## src/rtl/int_alu_arbiter_if.sv

```systemverilog
// ----------------------------------------------------------------------------
// int_alu_arbiter_if
// Bundles the requester bus, the shared-ALU drive/return, the flush control
// and the writeback handshake of int_alu_arbiter.
//   slave  : the arbiter's view
//   master : the environment's view (requesters, ALU, writeback consumer)
// ----------------------------------------------------------------------------
interface int_alu_arbiter_if #(
    parameter int TAG_W   = 6,
    parameter int NUM_REQ = 2
);
    // Requester side
    logic [NUM_REQ-1:0]            req_valid;
    logic [NUM_REQ-1:0]            req_ready;
    logic [NUM_REQ-1:0][3:0]       req_alucode;
    logic [NUM_REQ-1:0][31:0]      req_op1;
    logic [NUM_REQ-1:0][31:0]      req_op2;
    logic [NUM_REQ-1:0][TAG_W-1:0] req_tag;

    // Shared combinational ALU
    logic [3:0]                    alu_code;
    logic [31:0]                   alu_op1;
    logic [31:0]                   alu_op2;
    logic [31:0]                   alu_result;

    // Control and writeback
    logic                          flush;
    logic                          res_valid;
    logic                          res_ready;
    logic [31:0]                   res_data;
    logic [TAG_W-1:0]              res_tag;
    logic                          res_src;

    modport slave (
        input  req_valid, req_alucode, req_op1, req_op2, req_tag,
        output req_ready,
        output alu_code, alu_op1, alu_op2,
        input  alu_result,
        input  flush,
        output res_valid,
        input  res_ready,
        output res_data, res_tag, res_src
    );

    modport master (
        output req_valid, req_alucode, req_op1, req_op2, req_tag,
        input  req_ready,
        input  alu_code, alu_op1, alu_op2,
        output alu_result,
        output flush,
        input  res_valid,
        output res_ready,
        input  res_data, res_tag, res_src
    );
endinterface

```

## src/rtl/int_alu_arbiter.sv

```systemverilog
// ----------------------------------------------------------------------------
// int_alu_arbiter
// Two requesters share one combinational ALU. At most one op is granted per
// cycle; its result is captured into a one-entry output register (EMPTY/FULL
// FSM) and presented on a valid/ready writeback port one cycle later. A
// consumed result can be replaced in the same edge, sustaining 1 op/cycle.
//
// Build option:
//   ALU_ARB_ROUND_ROBIN_EN  defined   -> 1-bit round-robin pointer decides
//                                        simultaneous requests
//                           undefined -> fixed priority, requester 0 wins
// Reset is synchronous, active-low.
// ----------------------------------------------------------------------------
module int_alu_arbiter #(
    parameter int TAG_W   = 6,
    parameter int NUM_REQ = 2
) (
    input logic               clk,
    input logic               rst_n,
    int_alu_arbiter_if.slave  bus
);

    localparam logic [3:0] ALU_NONE = 4'h0;

    typedef enum logic {
        EMPTY = 1'b0,
        FULL  = 1'b1
    } state_t;

    state_t             state_q, state_d;
    logic [31:0]        res_data_q, res_data_d;
    logic [TAG_W-1:0]   res_tag_q, res_tag_d;
    logic               res_src_q, res_src_d;

    logic               can_accept;
    logic               win_any;
    logic               win_idx;
    logic               xfer;
    logic [NUM_REQ-1:0] ready;

`ifdef ALU_ARB_ROUND_ROBIN_EN
    logic               prio_q, prio_d;
`endif

    // Reset is folded in so nothing is granted while rst_n is low.
    assign can_accept = rst_n && !bus.flush && (state_q == EMPTY || bus.res_ready);
    assign xfer       = can_accept && win_any;

    // Winner selection: the sole valid requester wins; a tie goes to the
    // pointer (round-robin build) or to requester 0 (fixed-priority build).
    always_comb begin
        // NOTE: every always_comb output gets a default first so no path can
        // leave it unassigned and infer a latch.
        win_any = 1'b0;
        win_idx = 1'b0;
        if (bus.req_valid[0] && bus.req_valid[1]) begin
            win_any = 1'b1;
`ifdef ALU_ARB_ROUND_ROBIN_EN
            win_idx = prio_q;
`else
            win_idx = 1'b0;
`endif
        end else if (bus.req_valid[1]) begin
            win_any = 1'b1;
            win_idx = 1'b1;
        end else if (bus.req_valid[0]) begin
            win_any = 1'b1;
            win_idx = 1'b0;
        end
    end

    // Grant and ALU drive: only the transferring winner is steered to the ALU.
    always_comb begin
        ready        = '0;
        bus.alu_code = ALU_NONE;
        bus.alu_op1  = '0;
        bus.alu_op2  = '0;
        if (xfer) begin
            ready[win_idx] = 1'b1;
            bus.alu_code   = bus.req_alucode[win_idx];
            bus.alu_op1    = bus.req_op1[win_idx];
            bus.alu_op2    = bus.req_op2[win_idx];
        end
    end

    assign bus.req_ready = ready;

    // Next state: load on transfer, otherwise empty on flush or on drain.
    always_comb begin
        state_d    = state_q;
        res_data_d = res_data_q;
        res_tag_d  = res_tag_q;
        res_src_d  = res_src_q;
        if (xfer) begin
            state_d    = FULL;
            res_data_d = bus.alu_result;
            res_tag_d  = bus.req_tag[win_idx];
            res_src_d  = win_idx;
        end else if (bus.flush) begin
            state_d = EMPTY;
        end else if (state_q == FULL && bus.res_ready) begin
            state_d = EMPTY;
        end
    end

`ifdef ALU_ARB_ROUND_ROBIN_EN
    // Pointer moves to the requester that did not just win.
    always_comb begin
        prio_d = prio_q;
        if (xfer) begin
            prio_d = ~win_idx;
        end
    end
`endif

    // State and result registers with synchronous active-low reset.
    always_ff @(posedge clk) begin
        // NOTE: sequential state uses non-blocking assignments so every
        // register samples pre-edge values regardless of statement order.
        if (!rst_n) begin
            state_q    <= EMPTY;
            res_data_q <= '0;
            res_tag_q  <= '0;
            res_src_q  <= 1'b0;
`ifdef ALU_ARB_ROUND_ROBIN_EN
            prio_q     <= 1'b0;
`endif
        end else begin
            state_q    <= state_d;
            res_data_q <= res_data_d;
            res_tag_q  <= res_tag_d;
            res_src_q  <= res_src_d;
`ifdef ALU_ARB_ROUND_ROBIN_EN
            prio_q     <= prio_d;
`endif
        end
    end

    assign bus.res_valid = (state_q == FULL);
    assign bus.res_data  = res_data_q;
    assign bus.res_tag   = res_tag_q;
    assign bus.res_src   = res_src_q;

endmodule

```

## src/flat_wrapper.sv

```systemverilog
// flat-port wrapper written by rule: the top's interface ports become plain ports
module int_alu_arbiter_flat 
#(
    parameter int TAG_W   = 6,
    parameter int NUM_REQ = 2
)
  (clk, rst_n, bus_req_valid, bus_req_alucode, bus_req_op1, bus_req_op2, bus_req_tag, bus_req_ready, bus_alu_code, bus_alu_op1, bus_alu_op2, bus_alu_result, bus_flush, bus_res_valid, bus_res_ready, bus_res_data, bus_res_tag, bus_res_src);
  int_alu_arbiter_if #(.TAG_W(TAG_W), .NUM_REQ(NUM_REQ)) bus_i ();
  input logic clk;
  input logic rst_n;
  input wire logic [$bits(bus_i.req_valid)-1:0] bus_req_valid;
  input wire logic [$bits(bus_i.req_alucode)-1:0] bus_req_alucode;
  input wire logic [$bits(bus_i.req_op1)-1:0] bus_req_op1;
  input wire logic [$bits(bus_i.req_op2)-1:0] bus_req_op2;
  input wire logic [$bits(bus_i.req_tag)-1:0] bus_req_tag;
  output wire logic [$bits(bus_i.req_ready)-1:0] bus_req_ready;
  output wire logic [$bits(bus_i.alu_code)-1:0] bus_alu_code;
  output wire logic [$bits(bus_i.alu_op1)-1:0] bus_alu_op1;
  output wire logic [$bits(bus_i.alu_op2)-1:0] bus_alu_op2;
  input wire logic [$bits(bus_i.alu_result)-1:0] bus_alu_result;
  input wire logic [$bits(bus_i.flush)-1:0] bus_flush;
  output wire logic [$bits(bus_i.res_valid)-1:0] bus_res_valid;
  input wire logic [$bits(bus_i.res_ready)-1:0] bus_res_ready;
  output wire logic [$bits(bus_i.res_data)-1:0] bus_res_data;
  output wire logic [$bits(bus_i.res_tag)-1:0] bus_res_tag;
  output wire logic [$bits(bus_i.res_src)-1:0] bus_res_src;
  assign bus_i.req_valid = bus_req_valid;
  assign bus_i.req_alucode = bus_req_alucode;
  assign bus_i.req_op1 = bus_req_op1;
  assign bus_i.req_op2 = bus_req_op2;
  assign bus_i.req_tag = bus_req_tag;
  assign bus_req_ready = bus_i.req_ready;
  assign bus_alu_code = bus_i.alu_code;
  assign bus_alu_op1 = bus_i.alu_op1;
  assign bus_alu_op2 = bus_i.alu_op2;
  assign bus_i.alu_result = bus_alu_result;
  assign bus_i.flush = bus_flush;
  assign bus_res_valid = bus_i.res_valid;
  assign bus_i.res_ready = bus_res_ready;
  assign bus_res_data = bus_i.res_data;
  assign bus_res_tag = bus_i.res_tag;
  assign bus_res_src = bus_i.res_src;
  int_alu_arbiter #(.TAG_W(TAG_W), .NUM_REQ(NUM_REQ)) u_core (.clk(clk), .rst_n(rst_n), .bus(bus_i));
endmodule
```

## config.mk

```make
export PLATFORM = sky130hd
export DESIGN_NAME = int_alu_arbiter_flat
export DESIGN_NICKNAME = d
export VERILOG_FILES = /design/src/rtl/int_alu_arbiter_if.sv /design/src/rtl/int_alu_arbiter.sv /design/src/flat_wrapper.sv
export SDC_FILE = /design/constraint.sdc
export NUM_CORES = 1
export LEC_CHECK = 0
export ABC_AREA = 1
export CORE_AREA = 2 2 115 117
export CTS_CLUSTER_SIZE = 16
export DETAILED_ROUTE_END_ITERATION = 10
export DIE_AREA = 0 0 117 119
export SYNTH_ARGS = -nofsm -noshare
export SYNTH_HDL_FRONTEND = slang
export SYNTH_SLANG_ARGS = --single-unit
```

## constraint.sdc

```tcl
create_clock -name clk -period 1.5 [get_ports clk]
set_input_delay 0.375 -clock clk [delete_from_list [all_inputs] [get_ports clk]]
set_output_delay 0.375 -clock clk [all_outputs]
set_load 0.02 [all_outputs]
```

==> impl_metrics.env, run 1 <==
export IMPL_num_fill_cells=1168
export IMPL_crit_start="rst_n"
export IMPL_htree_levels=2
export IMPL_crit_top_cell="buf_6"
export IMPL_io_buffers=295
export IMPL_worst_pin_slew_ns=0.418
export IMPL_cp_top_family="buffers and inverters"
export IMPL_syn_nets=607
export IMPL_clk_pin_slew_worst_paths_ns=0.06
export IMPL_p_leak_nw=3.39
export IMPL_worstPathMaxFanout=5
export IMPL_io_pins=296
export IMPL_crit_chain="buf_6, buf_6, inv_12, nor2_4, nand3_4, nor2_4, buf_12, buf_12, clkbuf_16, nand2_1, nand2_2, buf_6"
export IMPL_seqCellArea_um2=802
export IMPL_syn_area_per_cell_um2=5.64
export IMPL_fin_skew_ns=0.00157
export IMPL_viasPerCell=4.32
export IMPL_worst_hold_slack_ns=0.461
export IMPL_cp_end_kind="output pin"
export IMPL_cts_sinks=40
export IMPL_power_density_nw_per_um2=528
export IMPL_min_path_type="flip-flop to flip-flop"
export IMPL_status="finished, violations left"
export IMPL_critPathMaxStageDelay_ns=0.16
export IMPL_max_freq_ghz=0.494
export IMPL_drtIter0Drc=124
export IMPL_ys_ff_latch=40
export IMPL_r2r_start="u_core.bus.res_valid"
export IMPL_track_usage_pct=19.7
export IMPL_cp_num_buf_inv=7
export IMPL_arrival_ns=1.65
export IMPL_violations="setup timing"
export IMPL_layout_nets=931
export IMPL_power_mw=3.73
export IMPL_grt_pass1_wl_mm=21.0
export IMPL_synth_area_leaders="nand2_1, dfxtp_1, a21oi_1, buf_2, buf_4"
export IMPL_setup_ws_ns=-0.525
export IMPL_fin_area_um2=7070
export IMPL_cp_data_required_time_ns=1.12
export IMPL_final_cell_mix="clkdlybuf4s50_1, nand2_1, nand2_2"
export IMPL_grt_pass1_vias=3930
export IMPL_yosysWarnings=0
export IMPL_start_util_pct=18.4
export IMPL_first_pass_iters=4
export IMPL_die_area_um2=13900
export IMPL_vias=3983
export IMPL_routed_wl_mm=15.4
export IMPL_synth_top_area_share_pct=47.9
export IMPL_crit_slowest_cell="clkbuf_16"
export IMPL_min_period_ns=2.02
export IMPL_hold_viol_final=0
export IMPL_row_count=42
export IMPL_clk_latency_ns=0.28
export IMPL_timing_setup_tns_ns=-30.04
export IMPL_drtAntennaViolNets=0
export IMPL_dpl_hpwl_mm=9.96
export IMPL_crit_type="input pin to output pin"
export IMPL_drc_errors=0
export IMPL_grt_overflow=0
export IMPL_synth_top_area_cell="nand2_1"
export IMPL_cts_buffers=5
export IMPL_max_cap_violations=0
export IMPL_fin_util_pct=54.9
export IMPL_syn_inst=421
export IMPL_antennaDiodeCount=0
export IMPL_synth_seq_area_share_pct=33.7
export IMPL_rsz0062_at_grt="true"
export IMPL_setup_viol=70
export IMPL_place_area_um2=5770
export IMPL_cts_root_buffer="clkbuf_16"
export IMPL_dp_worst_setup_slack_ns=-1.33
export IMPL_place_gp_congestion=0.812
export IMPL_period_share_pct=135
export IMPL_fp_coreArea_um2=12900
export IMPL_final_cells=922
export IMPL_syn_area_um2=2370
export IMPL_drive_above_1_share_pct=39.1
export IMPL_dp_cells=882
export IMPL_final_common_cell="clkdlybuf4s50_1"
export IMPL_ir_drop_mv=0.889
export IMPL_hp_start="u_core.bus.res_data[1]"
export IMPL_cts_tree="done"
export IMPL_yosysUniqueCellTypes=14
export IMPL_post_drt_wl_per_cell_um=16.7
export IMPL_antenna_found_initial=0
export IMPL_multi_input_area_um2=2020
export IMPL_clockBufferDepth=2
export IMPL_area_growth_pct=198
export IMPL_grt_max_degree=40
export IMPL_crit_path_start_kind="input pin"
export IMPL_die_y_um=119
export IMPL_maxSlewHeadroom_pct=72.1
export IMPL_drv_slew=0
export IMPL_die_w_um=117
[worst register-to-register path, stage by stage, from the launching register on]
cell and delay, ns:
dfxtp_2 0.35, nand2_4 0.07, nand3_4 0.11, buf_4 0.40
nand2_1 0.11, a21oi_1 0.16
[power breakdown]
group / switching, mW / internal, mW / leakage (nW)
clock: 0.423 / 0.655 / 0.0766
sequential: 0.0225 / 1.11 / 0.326
combinational: 0.647 / 0.874 / 2.98
total: 1.09 / 2.64 / 3.39
[cell type report]
cell class              count  area share [%]
multi-input cells         350            28.6
clock buffers               6            1.96
flip-flops and latches     40            11.3
inverters                   5           0.442
well taps                 176            3.11
clock inverters             2           0.142
repair buffers            343            54.4
[kinds of logic (layout without fill, tap and decap cells)]
kind of cell | after synthesis | count (layout) | synth area share (%)
buffers and inverters | 31 | 356 | 6.85
AOI/OAI and AO/OA | 40 | 40 | 8.54
DFF | 40 | 40 | 33.7
and+or+nand+nor | 310 | 310 | 50.9
[routing by layer]
metal	track usage (%)	vias to the layer above	share of wire, %
li1	-	1934	-
met1	20.8	1828	36
met2	37.1	197	52
met3	6.36	24	10
met4	4.56	0	2.2
met5	0	-	0
[repair_timing]
item,in CTS,in global routing
endpoints found under the setup margin,149,71
gates cloned,12,5
hold buffers,0,0
resized for setup,534,87
pin swaps,16,24
buffers inserted,14,2
[state kept, by name (all words and copies together) (netlist names)]
signal                flops
u_core.bus.res_data      32
u_core.bus.res_tag        6
u_core.bus.res_src        1
u_core.bus.res_valid      1
[Yosys cell counts (all sizes together)]
master / instances
clkbuf: 6
nor2: 5
nand3: 1
a21boi: 1
dfxtp: 40
a21oi: 39
buf: 20
nand2: 304
inv: 5
[path summary, 6_finish.rpt]
| kind | end | slack, ns | cells past startpoint |
|---|---|---|---|
| max | bus_alu_op1[15] | -0.52 | 12 |
| max reg2reg | u_core.bus.res_data[14] | 0.24 | 5 |
| min reg2reg | u_core.bus.res_data[1] | 0.46 | 2 |
| min | u_core.bus.res_data[1] | 0.46 | 2 |
(Power assumes the default switching activity.)
==> run 2, diff against run 1 <==
--- a/config.mk
+++ b/config.mk
@@ -10,6 +10,7 @@
 export CTS_CLUSTER_SIZE = 16
 export DETAILED_ROUTE_END_ITERATION = 10
 export DIE_AREA = 0 0 117 119
+export RECOVER_POWER = 25
 export SYNTH_ARGS = -nofsm -noshare
 export SYNTH_HDL_FRONTEND = slang
 export SYNTH_SLANG_ARGS = --single-unit
==> results of run 2 <==
Same layout as run 1: the final DEF is identical, and so are final timing and power.
==> variant: new RTL, flow settings as in run 2 <==
`TAG_W` is set to 6 in 3 places; all go to 3.
--- a/src/rtl/int_alu_arbiter_if.sv
+++ b/src/rtl/int_alu_arbiter_if.sv
@@ -6,7 +6,7 @@
 //   master : the environment's view (requesters, ALU, writeback consumer)
 // ----------------------------------------------------------------------------
 interface int_alu_arbiter_if #(
-    parameter int TAG_W   = 6,
+    parameter int TAG_W   = 3,
     parameter int NUM_REQ = 2
 );
     // Requester side
--- a/src/rtl/int_alu_arbiter.sv
+++ b/src/rtl/int_alu_arbiter.sv
@@ -12,7 +12,7 @@
 // Reset is synchronous, active-low.
 // ----------------------------------------------------------------------------
 module int_alu_arbiter #(
-    parameter int TAG_W   = 6,
+    parameter int TAG_W   = 3,
     parameter int NUM_REQ = 2
 ) (
     input logic               clk,
--- a/src/flat_wrapper.sv
+++ b/src/flat_wrapper.sv
@@ -1,7 +1,7 @@
 // flat-port wrapper written by rule: the top's interface ports become plain ports
 module int_alu_arbiter_flat 
 #(
-    parameter int TAG_W   = 6,
+    parameter int TAG_W   = 3,
     parameter int NUM_REQ = 2
 )
   (clk, rst_n, bus_req_valid, bus_req_alucode, bus_req_op1, bus_req_op2, bus_req_tag, bus_req_ready, bus_alu_code, bus_alu_op1, bus_alu_op2, bus_alu_result, bus_flush, bus_res_valid, bus_res_ready, bus_res_data, bus_res_tag, bus_res_src);
Interface: changed (resized bus_req_tag and bus_res_tag); port bits go from 296 to 287. The function was not compared with the original's and may differ.
==> variant against run 2 <==
  * The run still ends with negative setup slack left
  * First-iteration DRC count decreased by 4.8%
  * Worst setup slack got worse by 0.062 ns
  * Total power decreased by 7.4%
  * Critical path depth decreased by 2
  * Non-clock buffer count decreased by 6
  * Global-route usage decreased by 2.2 points
  * Routed wire length decreased by 7.9%
  * Area after synthesis decreased by 6.9%
  * Design area decreased by 9.1%
  * Fmax decreased by 3.0%
  * Sequential cell count decreased by 3
  * Critical endpoint is now bus_alu_op2[19]
==> variant: results (changes against run 2) <==
- DRT iter0 DRCs: 118 (was 124)
- Filler cells: 1,246 (was 1,168)
- LEAKAGE: 0.00302 µW (was 0.00339 µW)
- Share of layout cells above drive strength 1: 0.357 (was 0.391)
- Synth warn: 0 (unchanged)
- Yosys cell types: 15 (was 14)
- Status: complete, but fails checks (unchanged)
- First-pass GRT wire length: 18,900 µm (was 21,000 µm)
- Final Hold Slack: 0.461 ns (about the same)
- Pint: 2480 µW (was 2640 µW)
- Drt wl/cell: 15.8 µm (was 16.7 µm)
- Placed insts: 853 (was 882)
- CTS root buf: clkbuf_16 (unchanged)
- Area contributors post-synth: nand2_1, dfxtp_1, a21oi_1, buf_2, clkbuf_1 (was nand2_1, dfxtp_1, a21oi_1, buf_2, buf_4)
- Fin cells: 897 (was 922)
- Largest net degree at the start of global routing: 37 (was 40)
- CP arrival: 1.71 ns (was 1.65 ns)
- Final Setup Violations: 70 (unchanged)
- Biggest cell delay along the critical path: 0.32 ns (was 0.16 ns)
- Final Net Count: 898 (was 931)
- Sequential cell area fraction in the yosys report: 0.335 (was 0.337)
- Relative slew slack: 0.746 (was 0.721)
- Vias: 3,706 (was 3,983)
- Commonest cells post-synth: nand2_1, dfxtp_1, a21oi_1 (unchanged)
- Hpwl dp: 9400 µm (was 9960 µm)
- Area post-placement: 5550 µm² (was 5770 µm²)
- Antenna violations before repair: 2 (was 0)
- Top Family by Delay on Critical Path: buffers and inverters (unchanged)
- Gpl congestion: 0.955 (was 0.812)
- DR pass1 iterations: 4 (unchanged)
- Layout Skew: 0.00290 ns (was 0.00157 ns)
- Mean Syn Cell Area: 5.55 µm² (was 5.64 µm²)
- Crit-path slowest cell: dfxtp_2 (was clkbuf_16)
- Worst setup margin: -0.587 ns (was -0.525 ns)
- Violations in the final reports: negative setup slack (unchanged)
- Vias in the first global route: 3,569 (was 3,930)
- Largest register FFs: 32 (unchanged)
- Clock Latency Late Sink: 0.28 ns (about the same)
- Maximum fanout along the worst path: 8 (was 5)
- Post-synth net total: 578 (was 607)
- Maximum vdd ir drop: 784 µV (was 889 µV)
- Port buffer count: 286 (was 295)
- Gr usage total: 0.175 (was 0.197)
variant: cell count changes in the layout (fill, tap and decap cells not counted), sizes merged:
cell / run 2 / this run
a21oi: 39 / 36
buf: 115 / 117
clkbuf: 12 / 15
clkdlybuf4s15: 2 / 1
clkdlybuf4s50: 180 / 174
clkinv: 2 / 0
dfxtp: 40 / 37
diode: 0 / 3
dlygate4sd2: 40 / 37
nand2: 304 / 289
variant: worst paths after layout:
kind,from,to,slack (ns),cells after the start
worst min-delay path,u_core.bus.res_data[30],u_core.bus.res_data[30],0.46,2
worst max register to register,u_core.bus.res_valid,u_core.bus.res_data[20],0.32,7
worst min register to register,u_core.bus.res_data[30],u_core.bus.res_data[30],0.46,2
worst max-delay path,u_core.bus.res_valid,bus_alu_op2[19],-0.59,10
variant: power groups by stage:
stage | logic, µW | clock network, µW | registers, µW
after floorplan | 358 | 0 | 1120
after global placement | 1200 | 0 | 1070
after detailed placement | 1200 | 0 | 1070
after CTS | 1300 | 1070 | 1050
after global routing | 1460 | 1090 | 1050
final | 1380 | 1030 | 1050
variant: what timing repair did:
action,in CTS,in global routing
hold buffers,0,0
pin swaps,8,18
endpoints found under the setup margin,143,70
resized for setup,477,86
buffers inserted,20,7
cloned,4,9
variant: cell families (layout without fill, tap and decap cells):
family / Yosys count / count (layout) / share of synthesized area
compound gates: 37 / 37 / 0.0849
buf+inv: 29 / 349 / 0.0651
flops: 37 / 37 / 0.335
other cells: 0 / 3 / 0
simple gates: 295 / 295 / 0.515
variant: metal layers:
layer  part of all wire  vias up  wire length (µm)  GRT usage
met5                  0        -                 0          0
met4              0.021        0               301     0.0632
met3               0.11       20              1510     0.0626
met2               0.51      173              7180      0.304
met1               0.37     1653              5200      0.193
li1                   -     1860                 -          -
variant: per-stage QoR:
stage	worst slack, ns	setup TNS [ns]	utilization
global route	-0.667	-41.12	0.499
CTS	-0.648	-39.07	0.470
finish	-0.587	-36.06	0.500
detailed placement	-1.50	-110.74	0.431
floorplan	-0.139	-4.93	-
global placement	-1.47	-107.27	0.431
variant: worst register-to-register path: cells and delay by family, from the launching register on:
| kind | cells | cell delay, ns |
|---|---|---|
| AND/OR/NAND/NOR | 4 | 0.37 |
| flip-flops | 1 | 0.32 |
| buffers and inverters | 2 | 0.31 |
| AO/OA/AOI/OAI | 1 | 0.12 |
variant: layout make-up:
type	instances	share of cell area
timing repair buffer	337	0.552
inverter	5	0.00486
antenna	3	0.00117
sequential	37	0.115
clock buffer	7	0.0222
tap	176	0.0342
multi-input combinational	332	0.270
